<file path="src/rtl/als_pkg.sv">
// Shared widths and field positions for the ambient-light level meter.
package als_pkg;

   localparam int unsigned FRAME_W    = 16;
   localparam int unsigned SAMPLE_MSB = 11;
   localparam int unsigned SAMPLE_LSB = 4;
   localparam int unsigned LEVEL_W    = 8;
   localparam int unsigned SUM_W      = 10;
   localparam int unsigned AVG_DEPTH  = 4;
   localparam int unsigned LED_W      = 16;
   localparam int unsigned LED_IDX_W  = 4;

endpackage

</file>
<file path="src/rtl/als_avg4.sv">
// Four-sample moving average: history, running sum and the registered level output.
module als_avg4
   import als_pkg::*;
(
   input  logic               clk,
   input  logic               rst,
   input  logic               accept,
   input  logic [LEVEL_W-1:0] sample,
   output logic [LEVEL_W-1:0] level,
   output logic               level_valid
);

   logic [LEVEL_W-1:0] hist [AVG_DEPTH];
   logic [SUM_W-1:0]   sum;
   logic               upd;

   // Sum never underflows: the discarded sample is always part of the current sum.
   always_ff @(posedge clk) begin
      if (rst) begin
         for (int i = 0; i < int'(AVG_DEPTH); i++) hist[i] <= '0;
         sum         <= '0;
         upd         <= 1'b0;
         level       <= '0;
         level_valid <= 1'b0;
      end else begin
         upd         <= accept;
         level_valid <= upd;
         if (accept) begin
            sum     <= sum + SUM_W'(sample) - SUM_W'(hist[AVG_DEPTH-1]);
            hist[0] <= sample;
            for (int i = 1; i < int'(AVG_DEPTH); i++) hist[i] <= hist[i-1];
         end
         if (upd) level <= sum[SUM_W-1 -: LEVEL_W];
      end
   end

endmodule

</file>
<file path="src/rtl/als_level_meter.sv">
// Ambient-light level meter: frame edge detect, averaging, peak hold with decay,
// staleness timeout and bar-graph LED drive.
module als_level_meter
   import als_pkg::*;
#(
   parameter int unsigned HOLD_CYCLES    = 50_000_000,
   parameter int unsigned TIMEOUT_CYCLES = 100_000_000
) (
   input  logic               clk,
   input  logic               rst,
   input  logic               d_ready,
   input  logic [FRAME_W-1:0] d,
   output logic [LEVEL_W-1:0] level,
   output logic               level_valid,
   output logic [LEVEL_W-1:0] peak,
   output logic               stale,
   output logic [LED_W-1:0]   led
);

   localparam int unsigned HOLD_W = (HOLD_CYCLES > 1) ? $clog2(HOLD_CYCLES) : 1;
   localparam int unsigned TO_W   = (TIMEOUT_CYCLES > 1) ? $clog2(TIMEOUT_CYCLES) : 1;
   localparam logic [HOLD_W-1:0] HOLD_LAST = HOLD_W'(HOLD_CYCLES - 1);
   localparam logic [TO_W-1:0]   TO_LAST   = TO_W'(TIMEOUT_CYCLES - 1);

   logic                d_ready_q;
   logic                accept_c;
   logic [HOLD_W-1:0]   hold_cnt;
   logic [TO_W-1:0]     to_cnt;
   logic [TO_W-1:0]     to_next_c;
   logic                stale_next_c;
   logic [LED_W-1:0]    bar_c;
   logic                unused_bits_c;

   assign accept_c      = d_ready & ~d_ready_q;
   assign unused_bits_c = ^{d[FRAME_W-1:SAMPLE_MSB+1], d[SAMPLE_LSB-1:0]};

   als_avg4 u_avg4 (
      .clk         (clk),
      .rst         (rst),
      .accept      (accept_c),
      .sample      (d[SAMPLE_MSB:SAMPLE_LSB]),
      .level       (level),
      .level_valid (level_valid)
   );

   // Timeout lookahead lets the LED blanking line up with the stale flag.
   always_comb begin
      to_next_c    = to_cnt;
      stale_next_c = 1'b0;
      bar_c        = '0;
      if (accept_c)               to_next_c = '0;
      else if (to_cnt != TO_LAST) to_next_c = to_cnt + TO_W'(1);
      stale_next_c = (to_next_c == TO_LAST);
      for (int i = 0; i < int'(LED_W); i++)
         bar_c[i] = (LED_IDX_W'(i) < level[LEVEL_W-1 -: LED_IDX_W]);
      if (peak != '0) bar_c[peak[LEVEL_W-1 -: LED_IDX_W]] = 1'b1;
   end

   always_ff @(posedge clk) begin
      if (rst) begin
         d_ready_q <= 1'b0;
         hold_cnt  <= '0;
         to_cnt    <= '0;
         peak      <= '0;
         stale     <= 1'b0;
         led       <= '0;
      end else begin
         d_ready_q <= d_ready;
         to_cnt    <= to_next_c;
         stale     <= stale_next_c;
         led       <= stale_next_c ? '0 : bar_c;
         if (level > peak) begin
            peak     <= level;
            hold_cnt <= '0;
         end else if (hold_cnt == HOLD_LAST) begin
            hold_cnt <= '0;
            if (peak != '0) peak <= peak - LEVEL_W'(1);
         end else begin
            hold_cnt <= hold_cnt + HOLD_W'(1);
         end
      end
   end

endmodule

</file>
<file path="config.mk">
export PLATFORM = sky130hd
export DESIGN_NAME = als_level_meter
export DESIGN_NICKNAME = d
export VERILOG_FILES = /design/src/rtl/als_pkg.sv /design/src/rtl/als_avg4.sv /design/src/rtl/als_level_meter.sv
export SDC_FILE = /design/constraint.sdc
export NUM_CORES = 1
export LEC_CHECK = 0
export CORE_ASPECT_RATIO = 1.2
export CORE_UTILIZATION = 55
export DETAILED_ROUTE_END_ITERATION = 16
export GPL_TIMING_DRIVEN = 0
export PLACE_DENSITY = 0.79
export SETUP_SLACK_MARGIN = 0.5
export SLEW_MARGIN = 20
export SYNTH_ARGS = -nofsm -noshare
export SYNTH_HDL_FRONTEND = slang
export SYNTH_SLANG_ARGS = --single-unit
</file>
<file path="constraint.sdc">
create_clock -name clk -period 3.6 [get_ports clk]
set_input_delay 0.72 -clock clk [delete_from_list [all_inputs] [get_ports clk]]
set_output_delay 0.72 -clock clk [all_outputs]
set_load 0.05 [all_outputs]
</file>
# After elaboration in Yosys (flattened, before gate mapping)
# Memories as Yosys holds them, arrays and structs flattened.
# Cells that the tools add are included.
# op_classes
n_addsub	5
n_lt_le_gt_ge	19
eq_ne	3
muxes	17
n_bitwise	7
n_reduce_logical	7
# op_table
op	count
8-bit 2-to-1 mux	7
27-bit 2-to-1 mux	2
4-bit < comparator, first input constant	8
27-bit by 1-bit adder with 27-bit output, second input constant	1
27-bit equality test, second input constant	1
27-bit inequality test, second input constant	1
26-bit by 1-bit adder with 26-bit output, second input constant	1
26-bit equality test, second input constant	1
3-bit by 4-bit < comparator with 1-bit output, first input constant	4
16-bit 2-to-1 mux	1
16-bit bitwise OR	1
10-bit by 8-bit adder with 10-bit output	1
10-bit by 8-bit subtractor with 10-bit output	1
8-bit > comparator	1
1-bit by 4-bit < comparator with 1-bit output, first input constant	2
2-bit by 4-bit < comparator with 1-bit output, first input constant	2
8-bit nonzero test	1
8-bit by 1-bit subtractor with 8-bit output, second input constant	1
1-bit 2-to-1 mux	6
4-bit by 5-bit < comparator with 1-bit output, second input constant	1
1-bit demux with 4-bit select	1
4-bit by 1-bit >= comparator with 1-bit output, second input constant	1
1-bit bitwise OR	4
2-bit nonzero test	2
other kinds (6)	6
# word_totals
register_bits	99
ram_bits	32
input_bits	19
out_inout_bits	34
wordCells	69
mem_count	1
# mem_list
name	words	width	rd	rd_clocked_by_memory_dff	wr	line_no	source
u_avg4.hist	4	8	4	0	4	als_avg4.sv:13	logic [LEVEL_W-1:0] hist [AVG_DEPTH];

# Longest topological paths before layout
# Gate-level depths: netlist (run 1).
# depth
depth_word	6
mapped_depth	13
depth_no_buf	13

# Modules after synthesis
# A second synthesis (run 1) with hierarchy kept.
# unflattened
hier_cells	718
hier_area_um2	6576.3
# modules_own_cells
mod	instances	cells_per_inst	area_per_inst_um2	seq_area_each_um2
als_level_meter	1	488	4005.1	1581.5
als_avg4	1	230	2571.2	1361.3

# Least setup slack after synthesis (run 1)
# No wires, ideal clock.
# synth_path
path_type	input to register
from	in d[5]
to	reg u_avg4.sum[9]
setup_ns	0.071
t_arrival_ns	3.153
required_ns	3.529
slack_ns	0.376
stages	11
path_buffers	0
path_cell_list	inv_1 > fa_1 > inv_1 > ha_1 > a21oi_1 > o21ai_0 > or4_1 > a311oi_1 > xnor2_1 > or3_1 > a21oi_1
# synth_via
elab_chain_cells	2
# synth_lines
element	line_no	source
start, declared	als_level_meter.sv:12	input logic [FRAME_W-1:0] d,
10-bit by 8-bit adder with 10-bit output	als_avg4.sv:29	sum <= sum + SUM_W'(sample) - SUM_W'(hist[AVG_DEPTH-1]);
10-bit by 8-bit subtractor with 10-bit output	als_avg4.sv:29	
end signal, assigned	als_avg4.sv:29	
end, declared	als_avg4.sv:14	logic [SUM_W-1:0] sum;
# No other way between the ends.
# A chain may end at the register's enable or synchronous reset.

# Worst setup path after layout (run 1)
# layout_path
from	in d[9]
to	reg u_avg4.sum[9]
# The elaborated chain is that of the path after synthesis.

==> results of run 1 <==
power breakdown:
part / leakage [nW] / switching [mW] / total (mW) / internal (mW)
sequential: 1.15 / 0.0645 / 1.67 / 1.60
combinational: 1.52 / 0.602 / 1.09 / 0.493
clock: 0.286 / 0.612 / 1.64 / 1.02
total: 2.96 / 1.28 / 4.40 / 3.12
area by class of cell:
type,instances,area [sq um]
Fill cell,891,3354
Multi-Input combinational cell,468,3303
Sequential cell,131,2943
Timing Repair Buffer,56,545.5
Clock buffer,24,533.0
Inverter,54,202.7
Tap cell,154,192.7
Buffer,27,128.9
Clock inverter,7,42.54
final timing paths:
| path | startpoint | to |
|---|---|---|
| worst max-delay path | d[9] | u_avg4.sum[9] |
| worst min-delay path | hold_cnt[0] | hold_cnt[0] |
| worst max register to register | to_cnt[0] | led[11] |
| worst min register to register | hold_cnt[0] | hold_cnt[0] |
state kept, by name, summed over array words and instances, names as in the netlist:
name / count
u_avg4.hist: 32
to_cnt: 27
hold_cnt: 26
led: 16
u_avg4.sum: 10
peak: 8
u_avg4.level: 8
d_ready_q: 1
stale: 1
u_avg4.level_valid: 1
u_avg4.upd: 1
routing by layer:
layer / wire [um] / share of wire, %
met2: 6990 / 51
met4: 498 / 3.6
met3: 614 / 4.4
met1: 5732 / 41
met5: 0 / 0
kinds of logic after synthesis:
kind of cell	Yosys count
simple gates	288
xor+xnor	56
buf+inv	81
fa+ha+maj	29
flops	131
compound gates	79
mux	16
through the flow:
stage | instance area, sq um | setup WS [ps] | cells | hold slack, ps | TNS [ps]
global placement | 7094 | -258.4 | 878 | 438.8 | -9650
global route | 7891 | 444.7 | 921 | 494.9 | 0
finish | 7891 | 588.7 | 921 | 465.1 | 0
CTS | 7834 | 462.3 | 920 | 469.5 | 0
floorplan | 6461 | 448.1 | 680 | 429.5 | 0
detailed placement | 7116 | -263.8 | 879 | 456.2 | -443.0
placed cells by master (no fill, tap or decap), drive strengths merged, types with 9 or more instances in the layout:
cell type	instances
xor2	22
nand3	23
nor3	12
dfxtp	99
edfxtp	32
nand2	34
xnor2	34
ha	21
clkbuf	43
nor2	107
o21ai	17
nor4	9
clkdlybuf4s50	40
mux2i	16
nand4	21
and2	30
a21oi	17
buf	21
inv	56
timing repair:
| action | in CTS | in global routing |
|---|---|---|
| pin swaps | 12 | 14 |
| resized for setup | 18 | 19 |
| setup endpoints to repair | 13 | 20 |
| setup buffers | 10 | 1 |
worst max-delay path, cell delays in order:
cell	delay, ps
clkdlybuf4s50_1	470
inv_2	50
fa_1	500
inv_2	50
ha_4	160
or4_4	510
a311oi_2	330
xnor2_1	110
or3_1	310
a21oi_1	130
==> flow_summary.toml, run 1 <==
[clock_tree]
cts_tree = "done"
clockRootBuffer = "clkbuf_16"
cts.reportedPaths.clkPinSlew_ps = 60
cts-buffers-inserted = 17
clockBufferDepth = 2
htree_levels = 4
clkLatencyLatePin_ps = 410
clock_sinks = 131
ctsHoldBuffers = 0

[global_route]
grt.total_usage_pct = 24.20
grtUsageMet3_pct = 5.376
grtUsageMet2_pct = 41.44
grt_util_met1_pct = 27.91
grt_start_max_net_pins = 33
grt_pass1_wl_um = 22760
gr-total-overflow = 0
grt_busiest_layer = "met2"
grt_pass1_vias = 5005
antenna_found_initial = 0

[timing]
fin_crit_sh_pct = 83.65
tightest_slew_ps = 718.9
timing.fmax_mhz = 332.1
finClkSkew_ps = 7.025
drv_slew = 0
maxSlewHeadroom_pct = 51.71
final-hold-violation-count = 0
final-setup-viol-count = 0
fin_crit_ps = 3011
rsz0062_at_grt = "false"

[worst_setup_path]
worst_ep_arrival_time_ps = 3350
startpoint_type = "input pin"
critPathMaxFanout = 5
end_kind = "flip-flop"
critical_path_class = "input pin to flip-flop"
cp_data_required_time_ps = 3940
reg2reg_depth = 10
r2r_slack_ps = 590

[place]
portBuffers = 44
globalplace.congestion = 0.8896
hpwlAfterDp_um = 9553

[final_layout]
diodes = 0
finish.utilization_pct = 70.17
area_growth_pct = 22.32
nets = 803
layout-drive-gt1-share_pct = 13.56

[power]
fin_total_pwr_mw = 4.400
p_per_area_mw_per_mm2 = 557.6
peakVddDrop_uv = 346.8
leakagePower_nw = 2.958

[logic_synthesis]
synth_fa_ha_area_share_pct = 6.555
ys_ff_latch = 131
synth_edf_count = 32
synthArstFlopShare_pct = 0
ys.flop_type = "dfxtp_1"
yosys.area_share.simple_pct = 24.26
synth_common_cells = "99 x dfxtp_1, 97 x nor2_1, 54 x inv_1, 34 x nand2_1, 34 x xnor2_1"
synth_top_family_by_area = "simple AND/OR/NAND/NOR gates"
synth_most_common_cell = "dfxtp_1"
yosysWarnings = 0
avgSynthCellArea_sq_um = 9.487
yosys.area.top_type_share_pct = 30.72
synth_area_leader_cell = "dfxtp_1"
yosys.area_share.xor_xnor_pct = 7.603
synth_cells = 680
synth_area_sq_mm = 0.006451
synth_mux_area_share_pct = 2.483
synth_fp_nets = 728
synth_seq_area_share_pct = 45.62
synth-compound-area-share_pct = 8.359
synth_cell_type_count = 68
synth_area_leaders = "dfxtp_1 31%, edfxtp_1 15%, nor2_1 5.6%"

[detailed_routing]
postRouteAntennaNets = 0
vias = 5078
post-route-drc-count = 0
wl_per_cell_um = 15.02
firstDrtPassIters = 5
vias_per_cell = 5.514
totalWireLength_um = 13840
drtIter0Drc = 228

[job]
cap_violations = 0

[die]
start_util_pct = 57.37
die_area_sq_mm = 0.01217
die_y_um = 120.6
io_pins = 53
dieWidth_um = 100.9
num_rows = 42
coreArea_sq_mm = 0.01125

[worst_hold_path]
min_path_cells = 1
hold_path_class = "flip-flop to flip-flop"

[outcome]
status = "complete, no violations"
Power figures use the tool's default switching activity.
==> run 2: changes to the inputs <==
==> constraint.sdc (replaced) <==
create_clock -name clk -period 2.9 [get_ports clk]
set_input_delay 0.58 -clock clk [delete_from_list [all_inputs] [get_ports clk]]
set_output_delay 0.58 -clock clk [all_outputs]
set_load 0.05 [all_outputs]
==> run 2 against run 1 <==
  * The run now ends with negative setup slack left
  * Combinational power rose by 45%
  * Worst setup slack worse by 650 ps
  * Global-route usage increased by 3.0 points
  * Via count grew 7.2%
  * Cell count is 2.6% higher
  * Clock skew up 1.1 ps
  * First-iteration DRC count is 44% higher
  * Core utilization is 5.0 points higher
  * Largest power group is now clock
==> flow_summary.toml, run 2 (same netlist as run 1, synthesis figures left out) <==
[clock_tree]
clockBufferDepth = 2
cts_tree = "done"
clkLatencyLatePin_ps = 430
clock_sinks = 131
clockRootBuffer = "clkbuf_16"
htree_levels = 4
cts-buffers-inserted = 17
ctsHoldBuffers = 0
cts.reportedPaths.clkPinSlew_ps = 60

[global_route]
antenna_found_initial = 0
grt_pass1_wl_um = 25300
grt_pass1_vias = 5288
gr-total-overflow = 0
grt.total_usage_pct = 27.18
grt_start_max_net_pins = 42

[place]
dp_slack_ps = -873.1
globalplace.congestion = 0.8852
dp_cells = 878
portBuffers = 44
hpwlAfterDp_um = 9721

[timing]
finalHoldWorstSlack_ps = 490.9
final-hold-violation-count = 0
drv_slew = 0
tightest_slew_ps = 672.8
fin_ws_ps = -63.01
finClkSkew_ps = 8.093
rsz0062_at_grt = "true"
maxSlewHeadroom_pct = 55.15
timing.fmax_mhz = 337.5
final-setup-viol-count = 1
fin_crit_ps = 2963
fin_crit_sh_pct = 102.2

[detailed_routing]
post-route-drc-count = 0
vias_per_cell = 5.761
postRouteAntennaNets = 0
totalWireLength_um = 16220
wl_per_cell_um = 17.16
vias = 5444
firstDrtPassIters = 6
drtIter0Drc = 329

[outcome]
failed_checks = "negative setup slack"
status = "complete, but fails checks"

[worst_setup_path]
path_delay_family = "simple AND/OR/NAND/NOR gates"
cp_cell_sequence = "dlygate4sd2_1, inv_2, fa_1, inv_1, ha_4, nand2_1, o21ai_2, or4_4, a311oi_4, xnor2_1, or3_1, a21oi_1"
startpoint_type = "input pin"
slowest_delay_ps = 570
crit_buf_inv = 3
worst_ep_arrival_time_ps = 3320
critical_path_class = "input pin to flip-flop"
critPathMaxFanout = 4
cp_slowest_cell = "or4_4"
end_kind = "flip-flop"
cp_data_required_time_ps = 3260

[job]
cap_violations = 0

[die]
io_pins = 53
die_area_sq_mm = 0.01217
start_util_pct = 57.37
num_rows = 42
dieWidth_um = 100.9
coreArea_sq_mm = 0.01125
die_y_um = 120.6

[final_layout]
layout-drive-gt1-share_pct = 21.74
final_cell_mix = "96 x nor2_1, 75 x dfxtp_1, 45 x inv_1"
diodes = 0
area_growth_pct = 31.03
largest_reg_flops = 32
fillers = 731
final_cell_count_no_fill = 945
final_common_cell = "nor2_1"
largest_register = "u_avg4.hist"
top_regs = "u_avg4.hist x32, to_cnt x27, hold_cnt x26"
finish.utilization_pct = 75.17
nets = 826

[power]
power_switching_mw = 1.730
switching_share_pct = 29.69
leakagePower_nw = 3.205
seqPwrFrac_pct = 35.6
comb_power_share_pct = 27.1
p_int_mw = 4.097
p_per_area_mw_per_mm2 = 689.3
peakVddDrop_uv = 483.5
clkPwrFrac_pct = 37.3

[worst_hold_path]
hold_path_class = "flip-flop to flip-flop"
-- run 2: layout make-up --
cell class	count	area, sq um	share of cell area (%)
buffer	27	201.4	2.383
clock buffer	27	586.8	6.942
clock inverter	5	32.53	0.3848
inverter	54	210.2	2.487
multi-input combinational	468	3477	41.13
sequential	131	2980	35.26
tap	154	192.7	2.279
timing repair buffer	79	772.0	9.133
-- run 2: what timing repair did --
action | in CTS | in global routing
setup buffers | 26 | 8
gates resized for setup | 65 | 40
gates cloned | 1 | 0
setup endpoints to repair | 90 | 49
pin swaps | 20 | 14
-- run 2: through the flow --
step / cell area [sq um] / TNS, ps / power (mW)
2_1_floorplan: 6560 / -65.96 / 2.953
3_3_place_gp: 7193 / -6057 / 3.168
3_5_place_dp: 7193 / -7649 / 3.224
4_1_cts: 8224 / 0 / 5.604
5_1_grt: 8453 / -299.6 / 6.045
6_report: 8453 / -63.01 / 5.827
-- run 2: path summary, 6_finish.rpt --
kind                       from             to  slack, ps  depth (start not counted)
setup / recovery           d[7]  u_avg4.sum[9]        -60                         12
hold / removal      hold_cnt[0]    hold_cnt[0]        490                          1
setup reg to reg  u_avg4.sum[3]  u_avg4.sum[9]        -50                         11
hold reg to reg     hold_cnt[0]    hold_cnt[0]        490                          1
-- run 2: power by group through the flow --
stage	Sequential (mW)	Clock, mW	Combinational [mW]
2_1_floorplan	2.17	0	0.781
3_3_place_gp	2.10	0	1.07
3_5_place_dp	2.11	0	1.12
4_1_cts	2.07	2.18	1.35
5_1_grt	2.08	2.26	1.70
6_report	2.07	2.18	1.58
-- run 2: routing by layer --
metal  track usage, %  share of wire (%)  up-vias  routed length, um
li1                 -                  -     2546                  -
met1            30.28                 39     2651               6292
met2            47.09                 52      190               8467
met3            6.185                4.7       57                770
met4            15.85                4.2        0                686
met5                0                  0        -                  0
==> RTL edit, RTL diff (flow settings as in run 2) <==
The parameter `TIMEOUT_CYCLES` goes from 100_000_000 to 200_000_000.
--- a/src/rtl/als_level_meter.sv
+++ b/src/rtl/als_level_meter.sv
@@ -5,5 +5,5 @@
 #(
    parameter int unsigned HOLD_CYCLES    = 50_000_000,
-   parameter int unsigned TIMEOUT_CYCLES = 100_000_000
+   parameter int unsigned TIMEOUT_CYCLES = 200_000_000
 ) (
    input  logic               clk,
Function: same outputs for any inputs over 4 cycles, from zero or initial values and one cycle with rst high; that may be too few to reach the edited logic, so the function may still have changed.
==> RTL edit against run 2 <==
Clock skew barely moved. Synthesized area rose by 0.43%. Non-clock buffer count increased by 22. Worst setup slack better by 0.32 ns. Highest routed layer unchanged. Sequential cell count increased by 1. Wire length increased by 1.2%. Final area increased by 0.49%. Critical path depth decreased by 2. Critical endpoint is now u_avg4.sum[8]$_SDFFE_PP0P_. Power shrank 3.6%.
==> RTL edit: results (changes against run 2) <==
Leading registers by flop count: u_avg4.hist x32, to_cnt x28, hold_cnt x26
Nets@finish: 861 (+4.2%)
Sequential power share: 0.372 (+0.016)
Clock Skew: 0.00828 ns (+0.000186 ns)
Synth cell types: 61 (-10%)
Data arrival, critical path: 2.96 ns (-0.36 ns)
Ys flop type: dfxtp_1
Status: finished, final reports clean
Root Buffer: clkbuf_16
Clock power share: 0.362 (-0.011)
Met3 Use GR: 0.0703 (+0.00843)
Num CTS Buffers: 17 (unchanged)
Buffers on Ports: 44 (unchanged)
CTS HTree Levels: 4 (unchanged)
Register clock-pin slew on the reported worst setup and hold paths: 0.06 ns (about the same)
Synth top area cells: dfxtp_1 (31%), edfxtp_1 (15%), nor2_1 (6.6%)
CP Max Fanout: 2 (-2)
Setup Slack @ Placement: -0.569 ns (+0.304 ns)
Largest net degree at the start of global routing: 42 (unchanged)
Post-DP HPWL: 10100 µm (+4.3%)
RD Place Congestion: 0.938 (+5.9%)
Met1 Use GR: 0.311 (+0.00824)
Clock Latency Late Sink: 0.43 ns (about the same)
Internal power: 3.92 mW (-4.2%)
Synth async-reset ratio: 0 (unchanged)
Syn Nets: 742 (+1.9%)
Lkg Pwr: 3.32 nW (+3.6%)
Fill count: 804 (+10%)
GR Util met2: 0.479 (+0.00828)
Via count: 5573 (+2.4%)
Initial DRC Count: 355 (+7.9%)
Antenna violations before repair: 0 (unchanged)
YS warnings: 0 (unchanged)
Post-synth EDFFs: 32 (unchanged)
Antenna Cells: 0 (unchanged)
DRT Pass-1 Iters: 5 (-1)
Worst hold-check path type: flop to flop
Worst vdd ir: 0.472 mV (-2.4%)
Post-synthesis sequential area ratio: 0.457 (+0.00115)
Layout cell share with drive strength beyond 1: 0.241 (+0.0235)
First-pass GRT wire length: 26000 µm (+2.9%)
WL/cell: 16.7 µm (-2.7%)
Total track usage: 0.280 (+0.00788)
Max_slew headroom: 0.427 (-0.124)
Max clock buf depth: 2 (unchanged)
Commonest cells in the netlist: nor2_1 (114), dfxtp_1 (100), inv_1 (54), nand2_1 (35)
-- RTL edit: changes by cell type in the layout (fill, tap and decap cells not counted), sizes merged, moves of 4 or more --
cell	delta
buf	+20
and3	+7
nor2	+7
o21ai	-5
xnor2	-5
xor2	+5
a211o	+4
and4	+4
clkbuf	-4
-- RTL edit: through the flow --
step | setup TNS (ns) | cell area, µm² | cells | util | power [mW]
finish | 0 | 8490 | 983 | 0.738 | 5.62
global route | 0 | 8490 | 983 | 0.738 | 5.85
CTS | 0 | 8310 | 970 | 0.721 | 5.46
detailed placement | -20.53 | 7270 | 895 | 0.631 | 3.31
global placement | -17.12 | 7270 | 895 | 0.631 | 3.25
floorplan | 0 | 6630 | 694 | - | 3.01
-- RTL edit: what timing repair did --
item / in CTS / in global routing
hold buffers: 0 / 0
gates resized for setup: 73 / 40
endpoints found under the setup margin: 92 / 89
buffers inserted: 42 / 13
cloned: 1 / 0
hold endpoints to repair: 0 / 0
pin swaps: 29 / 27
-- RTL edit: cells by family (layout without fill, tap and decap cells) --
kind of cell / after synthesis / count (layout) / synth area share
adder cells (fa/ha/maj): 30 / 30 / 0.0668
XOR/XNOR: 56 / 56 / 0.0757
multiplexers: 16 / 16 / 0.0247
flip-flops: 132 / 132 / 0.457
buffers and inverters: 82 / 214 / 0.0496
AND/OR/NAND/NOR: 301 / 301 / 0.239
AO/OA/AOI/OAI: 77 / 77 / 0.0867
-- RTL edit: metal layers --
metal  part of all wire  routed length [µm]
met5                  0                   0
met4              0.045                 743
met3              0.056                 916
met2               0.51                8290
met1               0.39                6460
-- RTL edit: cell type report --
cell class,count,area (µm²),share of cell area
Clock inverter,12,114,0.0134
Inverter,54,210,0.0247
Timing Repair Buffer,100,860,0.101
Tap cell,157,196,0.0231
Buffer,28,188,0.0221
Sequential cell,132,3010,0.355
Multi-Input combinational cell,480,3480,0.409
Clock buffer,20,437,0.0514
-- RTL edit: path summary, 6_finish.rpt --
check	cells after the start	slack, ns	start	endpoint
setup / recovery	10	0.25	u_avg4.hist[3][1]$_SDFFCE_PN0P_	u_avg4.sum[8]$_SDFFE_PP0P_
hold reg to reg	1	0.48	hold_cnt[0]$_SDFF_PP0_	hold_cnt[0]$_SDFF_PP0_
hold / removal	1	0.48	hold_cnt[0]$_SDFF_PP0_	hold_cnt[0]$_SDFF_PP0_
setup reg to reg	10	0.25	u_avg4.hist[3][1]$_SDFFCE_PN0P_	u_avg4.sum[8]$_SDFFE_PP0P_
-- RTL edit: critical path: stages, from the launching register on --
cell and delay [ns]:
edfxtp_1 0.38, fa_1 0.50, fa_2 0.45, nor2b_4 0.12, o21ai_2 0.08, a21boi_2 0.17
o21ai_2 0.11, a211oi_2 0.30, buf_4 0.16, o21ai_2 0.04, a32o_1 0.23
